File: src/rtl/mem_port_arbiter_if.sv
// Bundles the request, memory-side and completion signals of the memory port arbiter.
// Ports: IF request/address; D request/write/address/write data; memory done/read data;
//        memory select/start/write/address/write data; IF/D done pulses, read data, error.
// master = requesters plus memory (the environment); slave = the arbiter itself.
interface mem_port_arbiter_if #(
  parameter int ADDR_W = 16,
  parameter int DATA_W = 16
);
  logic              if_req;
  logic [ADDR_W-1:0] if_addr;
  logic              d_req;
  logic              d_wr;
  logic [ADDR_W-1:0] d_addr;
  logic [DATA_W-1:0] d_wdata;
  logic              mem_done;
  logic [DATA_W-1:0] mem_rdata;
  logic              mem_sel;
  logic              mem_start;
  logic              mem_wr;
  logic [ADDR_W-1:0] mem_addr;
  logic [DATA_W-1:0] mem_wdata;
  logic              if_done;
  logic              d_done;
  logic [DATA_W-1:0] rdata;
  logic              err;

  modport master (
    output if_req, if_addr, d_req, d_wr, d_addr, d_wdata, mem_done, mem_rdata,
    input  mem_sel, mem_start, mem_wr, mem_addr, mem_wdata, if_done, d_done, rdata, err
  );

  modport slave (
    input  if_req, if_addr, d_req, d_wr, d_addr, d_wdata, mem_done, mem_rdata,
    output mem_sel, mem_start, mem_wr, mem_addr, mem_wdata, if_done, d_done, rdata, err
  );
endinterface

File: src/rtl/mem_port_arbiter.sv
// Arbitrates the single unified memory port between instruction fetch (IF) and data stage (D).
// Ports: clk, rst_n (async active-low), bus (slave modport: requests, memory side, done/rdata/err).
// Latency: request in IDLE -> mem_start next cycle; mem_done -> *_done next cycle; one IDLE bubble
// between grants. D wins ties unless it has taken STARVE grants in a row while IF waited.
module mem_port_arbiter #(
  parameter int ADDR_W  = 16,
  parameter int DATA_W  = 16,
  parameter int STARVE  = 3,
  parameter int TIMEOUT = 15
) (
  input  logic               clk,
  input  logic               rst_n,
  mem_port_arbiter_if.slave  bus
);

  localparam int SW = $clog2(STARVE + 1);
  localparam int TW = $clog2(TIMEOUT + 1);
  localparam logic [SW-1:0] STARVE_MAX = SW'(STARVE);
  // Abort fires from the last allowed grant cycle so the done pulse lands
  // TIMEOUT cycles after the start strobe.
  localparam logic [TW-1:0] TMO_LAST   = TW'(TIMEOUT - 1);

  typedef enum logic [1:0] {IDLE, G_IF, G_D} state_t;

  state_t            state_q,  state_d;
  logic              sel_q,    sel_d;
  logic              start_q,  start_d;
  logic              wr_q,     wr_d;
  logic [ADDR_W-1:0] addr_q,   addr_d;
  logic [DATA_W-1:0] wdata_q,  wdata_d;
  logic              if_done_q, if_done_d;
  logic              d_done_q, d_done_d;
  logic [DATA_W-1:0] rdata_q,  rdata_d;
  logic              err_q,    err_d;
  logic [SW-1:0]     starve_q, starve_d;
  logic [TW-1:0]     tmo_q,    tmo_d;

  always_ff @(posedge clk or negedge rst_n) begin
    if (!rst_n) begin
      state_q   <= IDLE;
      sel_q     <= 1'b0;
      start_q   <= 1'b0;
      wr_q      <= 1'b0;
      addr_q    <= '0;
      wdata_q   <= '0;
      if_done_q <= 1'b0;
      d_done_q  <= 1'b0;
      rdata_q   <= '0;
      err_q     <= 1'b0;
      starve_q  <= '0;
      tmo_q     <= '0;
    end else begin
      state_q   <= state_d;
      sel_q     <= sel_d;
      start_q   <= start_d;
      wr_q      <= wr_d;
      addr_q    <= addr_d;
      wdata_q   <= wdata_d;
      if_done_q <= if_done_d;
      d_done_q  <= d_done_d;
      rdata_q   <= rdata_d;
      err_q     <= err_d;
      starve_q  <= starve_d;
      tmo_q     <= tmo_d;
    end
  end

  always_comb begin
    state_d   = state_q;
    sel_d     = sel_q;
    start_d   = 1'b0;
    wr_d      = wr_q;
    addr_d    = addr_q;
    wdata_d   = wdata_q;
    if_done_d = 1'b0;
    d_done_d  = 1'b0;
    rdata_d   = rdata_q;
    err_d     = 1'b0;
    starve_d  = starve_q;
    tmo_d     = tmo_q;

    unique case (state_q)
      IDLE: begin
        // mem_done is ignored here: no owner, so no completion pulse.
        if (bus.d_req && !(bus.if_req && starve_q == STARVE_MAX)) begin
          state_d = G_D;
          start_d = 1'b1;
          sel_d   = 1'b1;
          wr_d    = bus.d_wr;
          addr_d  = bus.d_addr;
          wdata_d = bus.d_wdata;
          tmo_d   = '0;
          // Count D wins only while IF is actually waiting.
          if (!bus.if_req)                starve_d = '0;
          else if (starve_q != STARVE_MAX) starve_d = starve_q + 1'b1;
        end else if (bus.if_req) begin
          state_d  = G_IF;
          start_d  = 1'b1;
          sel_d    = 1'b0;
          wr_d     = 1'b0;
          addr_d   = bus.if_addr;
          tmo_d    = '0;
          starve_d = '0;
        end
      end
      G_IF, G_D: begin
        // Completion goes to the current owner even if its request was dropped.
        if (bus.mem_done) begin
          state_d   = IDLE;
          if_done_d = (state_q == G_IF);
          d_done_d  = (state_q == G_D);
          if (!wr_q) rdata_d = bus.mem_rdata;
        end else if (tmo_q == TMO_LAST) begin
          state_d   = IDLE;
          if_done_d = (state_q == G_IF);
          d_done_d  = (state_q == G_D);
          err_d     = 1'b1;
        end else begin
          tmo_d = tmo_q + 1'b1;
        end
      end
      default: state_d = IDLE;
    endcase
  end

  assign bus.mem_sel   = sel_q;
  assign bus.mem_start = start_q;
  assign bus.mem_wr    = wr_q;
  assign bus.mem_addr  = addr_q;
  assign bus.mem_wdata = wdata_q;
  assign bus.if_done   = if_done_q;
  assign bus.d_done    = d_done_q;
  assign bus.rdata     = rdata_q;
  assign bus.err       = err_q;

endmodule

File: src/flat_wrapper.sv
// flat-port wrapper written by rule: the top's interface ports become plain ports
module mem_port_arbiter_flat 
#(
  parameter int ADDR_W  = 16,
  parameter int DATA_W  = 16,
  parameter int STARVE  = 3,
  parameter int TIMEOUT = 15
)
  (clk, rst_n, bus_if_req, bus_if_addr, bus_d_req, bus_d_wr, bus_d_addr, bus_d_wdata, bus_mem_done, bus_mem_rdata, bus_mem_sel, bus_mem_start, bus_mem_wr, bus_mem_addr, bus_mem_wdata, bus_if_done, bus_d_done, bus_rdata, bus_err);
  mem_port_arbiter_if #(.ADDR_W(ADDR_W), .DATA_W(DATA_W)) bus_i ();
  input  logic clk;
  input  logic rst_n;
  input wire logic [$bits(bus_i.if_req)-1:0] bus_if_req;
  input wire logic [$bits(bus_i.if_addr)-1:0] bus_if_addr;
  input wire logic [$bits(bus_i.d_req)-1:0] bus_d_req;
  input wire logic [$bits(bus_i.d_wr)-1:0] bus_d_wr;
  input wire logic [$bits(bus_i.d_addr)-1:0] bus_d_addr;
  input wire logic [$bits(bus_i.d_wdata)-1:0] bus_d_wdata;
  input wire logic [$bits(bus_i.mem_done)-1:0] bus_mem_done;
  input wire logic [$bits(bus_i.mem_rdata)-1:0] bus_mem_rdata;
  output wire logic [$bits(bus_i.mem_sel)-1:0] bus_mem_sel;
  output wire logic [$bits(bus_i.mem_start)-1:0] bus_mem_start;
  output wire logic [$bits(bus_i.mem_wr)-1:0] bus_mem_wr;
  output wire logic [$bits(bus_i.mem_addr)-1:0] bus_mem_addr;
  output wire logic [$bits(bus_i.mem_wdata)-1:0] bus_mem_wdata;
  output wire logic [$bits(bus_i.if_done)-1:0] bus_if_done;
  output wire logic [$bits(bus_i.d_done)-1:0] bus_d_done;
  output wire logic [$bits(bus_i.rdata)-1:0] bus_rdata;
  output wire logic [$bits(bus_i.err)-1:0] bus_err;
  assign bus_i.if_req = bus_if_req;
  assign bus_i.if_addr = bus_if_addr;
  assign bus_i.d_req = bus_d_req;
  assign bus_i.d_wr = bus_d_wr;
  assign bus_i.d_addr = bus_d_addr;
  assign bus_i.d_wdata = bus_d_wdata;
  assign bus_i.mem_done = bus_mem_done;
  assign bus_i.mem_rdata = bus_mem_rdata;
  assign bus_mem_sel = bus_i.mem_sel;
  assign bus_mem_start = bus_i.mem_start;
  assign bus_mem_wr = bus_i.mem_wr;
  assign bus_mem_addr = bus_i.mem_addr;
  assign bus_mem_wdata = bus_i.mem_wdata;
  assign bus_if_done = bus_i.if_done;
  assign bus_d_done = bus_i.d_done;
  assign bus_rdata = bus_i.rdata;
  assign bus_err = bus_i.err;
  mem_port_arbiter #(.ADDR_W(ADDR_W), .DATA_W(DATA_W), .STARVE(STARVE), .TIMEOUT(TIMEOUT)) u_core (.clk(clk), .rst_n(rst_n), .bus(bus_i));
endmodule
File: config.mk
export PLATFORM = sky130hd
export DESIGN_NAME = mem_port_arbiter_flat
export DESIGN_NICKNAME = d
export VERILOG_FILES = /design/src/rtl/mem_port_arbiter_if.sv /design/src/rtl/mem_port_arbiter.sv /design/src/flat_wrapper.sv
export SDC_FILE = /design/constraint.sdc
export NUM_CORES = 1
export LEC_CHECK = 0
export BUFFER_PORTS_ARGS = -buffer_cell sky130_fd_sc_hd__buf_4
export CAP_MARGIN = 20
export CORE_MARGIN = 8
export CORE_UTILIZATION = 46
export CTS_CLUSTER_SIZE = 8
export DETAILED_ROUTE_END_ITERATION = 7
export HOLD_SLACK_MARGIN = 0.08
export PLACE_DENSITY = 0.82
export SLEW_MARGIN = 20
export SYNTH_ARGS = -nofsm -noshare
export SYNTH_HDL_FRONTEND = slang
export SYNTH_SLANG_ARGS = --single-unit
File: constraint.sdc
create_clock -name clk -period 2.3 [get_ports clk]
set_clock_uncertainty 0.2 [all_clocks]
set_input_delay 0.345 -clock clk [delete_from_list [all_inputs] [get_ports clk]]
set_output_delay 0.345 -clock clk [all_outputs]
set_load 0.05 [all_outputs]
=== Word-level counts from Yosys, hierarchy flattened ===
Index checks and enable logic that the tools add are counted.

* Register bits after elaboration: 62
* Bits in latches: 0
* RAM bits: 0
* ROM bits: 0
* Input bits: 70
* Output and inout bits: 54
* Word-level logic and storage cells: 69
* Memories kept: 0

* Add/subtract/negate cells: 2
* Multipliers: 0
* Div/mod/pow operators: 0
* Order comparisons: 0
* Equality and inequality tests: 10
* Shift operators: 0
* Multiplexer cells: 31
* Bitwise operators: 1
* Reductions and logical operators: 13

{| class="wikitable"
|+ Operator list
! cell !! number
|-
| $mux 16 || 2
|-
| $mux 2 || 8
|-
| $mux 4 || 4
|-
| $mux 1 || 15
|-
| $pmux 4 s2 || 1
|-
| $ne 2x2->1 const B || 3
|-
| $ne 3x2->1 const B || 2
|-
| $reduce_and 2->1 || 3
|-
| $reduce_and 3->1 || 2
|-
| $add 4x1->4 const B || 1
|-
| $eq 2x2->1 const B || 2
|-
| $eq 4x4->1 const B || 1
|-
| $pmux 2 s2 || 1
|-
| $reduce_and 4->1 || 1
|-
| $reduce_bool 2->1 || 2
|-
| $ne 3x3->1 const B || 1
|-
| $add 2x1->2 const B || 1
|-
| $eq 2x1->1 const B || 1
|-
| $logic_and 1x1->1 || 2
|-
| $logic_not 2->1 || 1
|-
| $reduce_or 2->1 || 1
|-
| $logic_not 1->1 || 1
|-
| $not 1->1 || 1
|}

=== Longest topological paths before layout ===
* Depth in word-level cells: 6
* Mapped depth: 7
* Gate-level depth less buffers: 5

=== Least setup slack after synthesis ===
No wires, ideal clock.

* Kind: flip-flop to flip-flop
* Start: register u_core.state_q[0]
* End: register u_core.tmo_q[2]
* Setup time: 0.126 ns
* Arrival: 1.753 ns
* Required time: 1.974 ns
* Path slack: 0.221 ns
* Stages on the path, launching flop included: 6
* Buffers on the path: 0
* Clock period less this slack: 2.079 ns
* Cell sequence: dfrtp_1 inv_1 ha_1 and2_1 or4_4 a221o_1

* Word-level cells in the longest chain between the ends: 4
* Elaborated cells on any way between the ends: 10
* Those cells by class: eq/ne (5); mux (1); reduce/logical (4)

{| class="wikitable"
|+ RTL lines
! element !! RTL line !! RTL
|-
| start, declared || mem_port_arbiter.sv:25 || <nowiki>state_t state_q, state_d;</nowiki>
|-
| start signal, assigned || mem_port_arbiter.sv:53 || <nowiki>state_q <= state_d;</nowiki>
|-
| $eq 2x2->1 / $eq 2x1->1 (equally long branches) || mem_port_arbiter.sv:82 || <nowiki>unique case (state_q)</nowiki>
|-
| $reduce_or 2->1 || mem_port_arbiter.sv:82 ||
|-
| $ne 2x2->1 (no source line) / $reduce_bool 2->1 (equally long branches) || - ||
|-
| $reduce_and 4->1 (no source line) || - ||
|-
| end signal, assigned || mem_port_arbiter.sv:64 || <nowiki>tmo_q <= tmo_d;</nowiki>
|-
| end, declared || mem_port_arbiter.sv:36 || <nowiki>logic [TW-1:0] tmo_q, tmo_d;</nowiki>
|}

Several ways; a longest one is shown, not always the timed one.
A chain may end at the register's enable or synchronous reset.

=== Final worst setup path ===
Same ends and word-level chain as after synthesis.

==> impl_results.md <==
* Status: finished clean
* Crit Path Max Fanout at 4
* Htree depth at 3
* Peak supply drop at 0.000926 V
* Critical setup path kind: flip-flop to flip-flop
* Total CTS buffers at 9
* Synth cell count leaders: dfrtp_1 (62), mux2_2 (33), nand2_1 (20)
* Cell with the most instances after synthesis: dfrtp_1
* Core Util, Final at 75.7%
* Worst R2R Start: u_core.state_q[0]
* Routability cong. at 0.764
* Root Buffer: clkbuf_8
* Pin slew with the least headroom to its limit at 0.750 ns
* Vias in the first global route at 2461
* Worst EP required at 2.31 ns
* Hpwl dp at 4.80 mm
* Ratio of cells with drive above 1 in the final layout at 50.4%
* Post-CTS Hold Fix Bufs at 34
* Final Cycle Share at 95.6%
* Layout fillers at 398
* Clock Path Buffers at 2
* Final Hold Vio Count at 0
* Setup TNS at 0 ns
* Min Hold Slack at 0.0993 ns
* Setup violations, final at 0
* Mapped Area at 0.00264 mm²
* Sequential cell area fraction in the yosys report at 58.8%
* Initial antenna violation count at 0
* Sequential Area at 0.00155 mm²
* First-pass GRT wire length at 11.9 mm
* WL/cell at 16.1 µm
* Die Wd at 91.8 µm
* Max-cap violations at 0
* Ys async rst share at 100%
* Most used DFF post-synth: dfrtp_1
* Remaining Overflow, GRT at 0
* Yosys top cell area share at 58.8%
* Overall die area at 0.00842 mm²
* Hold_sp: bus_if_addr[5]
* Maximum clock rate at 455 MHz
* Max-slew violations at 0
* Final min period at 2.20 ns
* Hold/Removal Path Class: input port to flip-flop
* Yosys warning count at 0
* DR vias at 2127
* ANT cells at 0
* Crit start category: flip-flop
* CTS tree: done
* Critical Path End Type: flip-flop
* Initial core utilization at 47.7%
* Drt drc at 0
* I/O pin count at 124
* Drt initial violations at 54
* Clk pin slew, worst setup/hold paths at 0.07 ns
* Setup bufs post-CTS at 0
* Count of cell types in the netlist at 32
* Syn nets at 278
* Synth area leaders: dfrtp_1 (59%), mux2_2 (14%), mux2i_1 (6.4%)
* Worst setup margin at 0.102 ns
* Worst EP arrival at 2.21 ns
* Slew HR at 50.0%
* Buffers added on ports at 123
* Multi-input gate area at 0.00102 mm²
* Post-synthesis cell count at 202
* Final Power at 6.64 mW
* Skew-Pair Late Insertion Delay at 0.33 ns
* Clock Sinks at 62
* Area growth, synth to finish at 58.8%
* Post-route ant nets at 0
* Setup Slack @ Placement at 0.113 ns
* Pwr/cell area at 1580 mW/mm²
* Leakage power at 2.09 nW
* # resized after CTS at 0
* #FFs+latches synth at 62
* All-Layer GR Usage at 17.6%
* Pre-Repair DR Iteration Count at 4
* Core area at 0.00554 mm²
* Die Height at 91.8 µm
* Rows at 27
* Vias per std cell at 4.82
* CP Launch Point: u_core.state_q[0]
* Final WL at 7.11 mm
* Synthesized area per cell at 13.1 µm²
* Largest net degree at the start of global routing at 63
* Post-synth EDFFs at 0
* Final #Nets at 440
* Area leader, netlist: dfrtp_1
* RSZ-0062 raised after global routing: false
==> state kept, by name, indices dropped and copies added, names as in the netlist <==
register and cells:
u_core.bus.mem_addr 16, u_core.bus.if_done 1, u_core.starve_q 2, u_core.state_q 2, u_core.bus.rdata 16, u_core.tmo_q 4, u_core.bus.d_done 1, u_core.bus.err 1
u_core.bus.mem_start 1, u_core.bus.mem_wdata 16, u_core.bus.mem_sel 1, u_core.bus.mem_wr 1
==> cell type report <==
cell class | count | area share [%]
Sequential cell | 62 | 37.0
Tap cell | 72 | 2.15
Timing Repair Buffer | 161 | 30.9
Inverter | 5 | 0.448
Clock inverter | 6 | 2.06
Clock buffer | 10 | 3.04
Multi-Input combinational cell | 125 | 24.4
==> report_power, final <==
group	switching (mW)	internal, mW	leakage [nW]
logic	2.43	1.28	1.23
clock network	0.427	0.608	0.106
registers	0.286	1.61	0.757
total	3.15	3.49	2.09
==> logic make-up (layout without fill, tap and decap cells) <==
logic type	Yosys count	in the layout	synth area share, %
DFF	62	62	58.8
muxes	50	50	20.5
and+or+nand+nor	42	42	8.44
AOI/OAI and AO/OA	27	27	6.73
buffers and inverters	15	182	2.70
adders and majority gates	6	6	2.84
==> metal layers <==
layer / track usage, % / share of wire (%) / vias to the layer above
li1: - / - / 1033
met3: 5.70 / 7.1 / 10
met5: 0 / 0 / -
met1: 17.7 / 38 / 1013
met2: 32.4 / 54 / 71
met4: 7.79 / 1.5 / 0
==> placed cells by master (no fill, tap or decap), types with 2 or more instances in the layout <==
master	synthesis	final
nand3_1	3	3
mux2_2	33	33
nor2_1	3	3
inv_1	5	5
mux2i_1	17	17
clkinv_2	0	2
dlygate4sd3_1	0	34
ha_1	6	6
buf_4	3	127
nand2b_1	2	2
dfrtp_1	62	62
and2_1	4	4
bufinv_16	0	2
nor4b_1	2	2
clkbuf_8	0	9
nand2_1	20	20
o21ai_0	18	17
==> path summary, 6_finish.rpt <==
| check | endpoint | depth (start not counted) | slack [ns] |
|---|---|---|---|
| setup / recovery | u_core.tmo_q[2] | 5 | 0.10 |
| hold / removal | u_core.bus.mem_addr[5] | 3 | 0.1 |
| setup reg to reg | u_core.tmo_q[2] | 5 | 0.10 |
| hold reg to reg | u_core.bus.mem_sel | 2 | 0.28 |
| max in group asynchronous | u_core.bus.mem_addr[14] | 2 | 0.98 |
| min in group asynchronous | u_core.tmo_q[1] | 2 | 0.42 |
==> critical path: stages (launching register included) <==
cell     delay [ns]
dfrtp_1        0.36
inv_1          0.08
ha_1           0.33
and2_1         0.19
or4_4          0.55
a221o_1        0.37
==> stage by stage <==
| step | std cells | cell area (µm²) |
|---|---|---|
| finish | 441 | 4190 |
| global route | 441 | 4190 |
| CTS | 441 | 4190 |
| detailed placement | 391 | 3640 |
| global placement | 391 | 3640 |
| floorplan | 202 | 2640 |
Power figures use the tool's default switching activity.
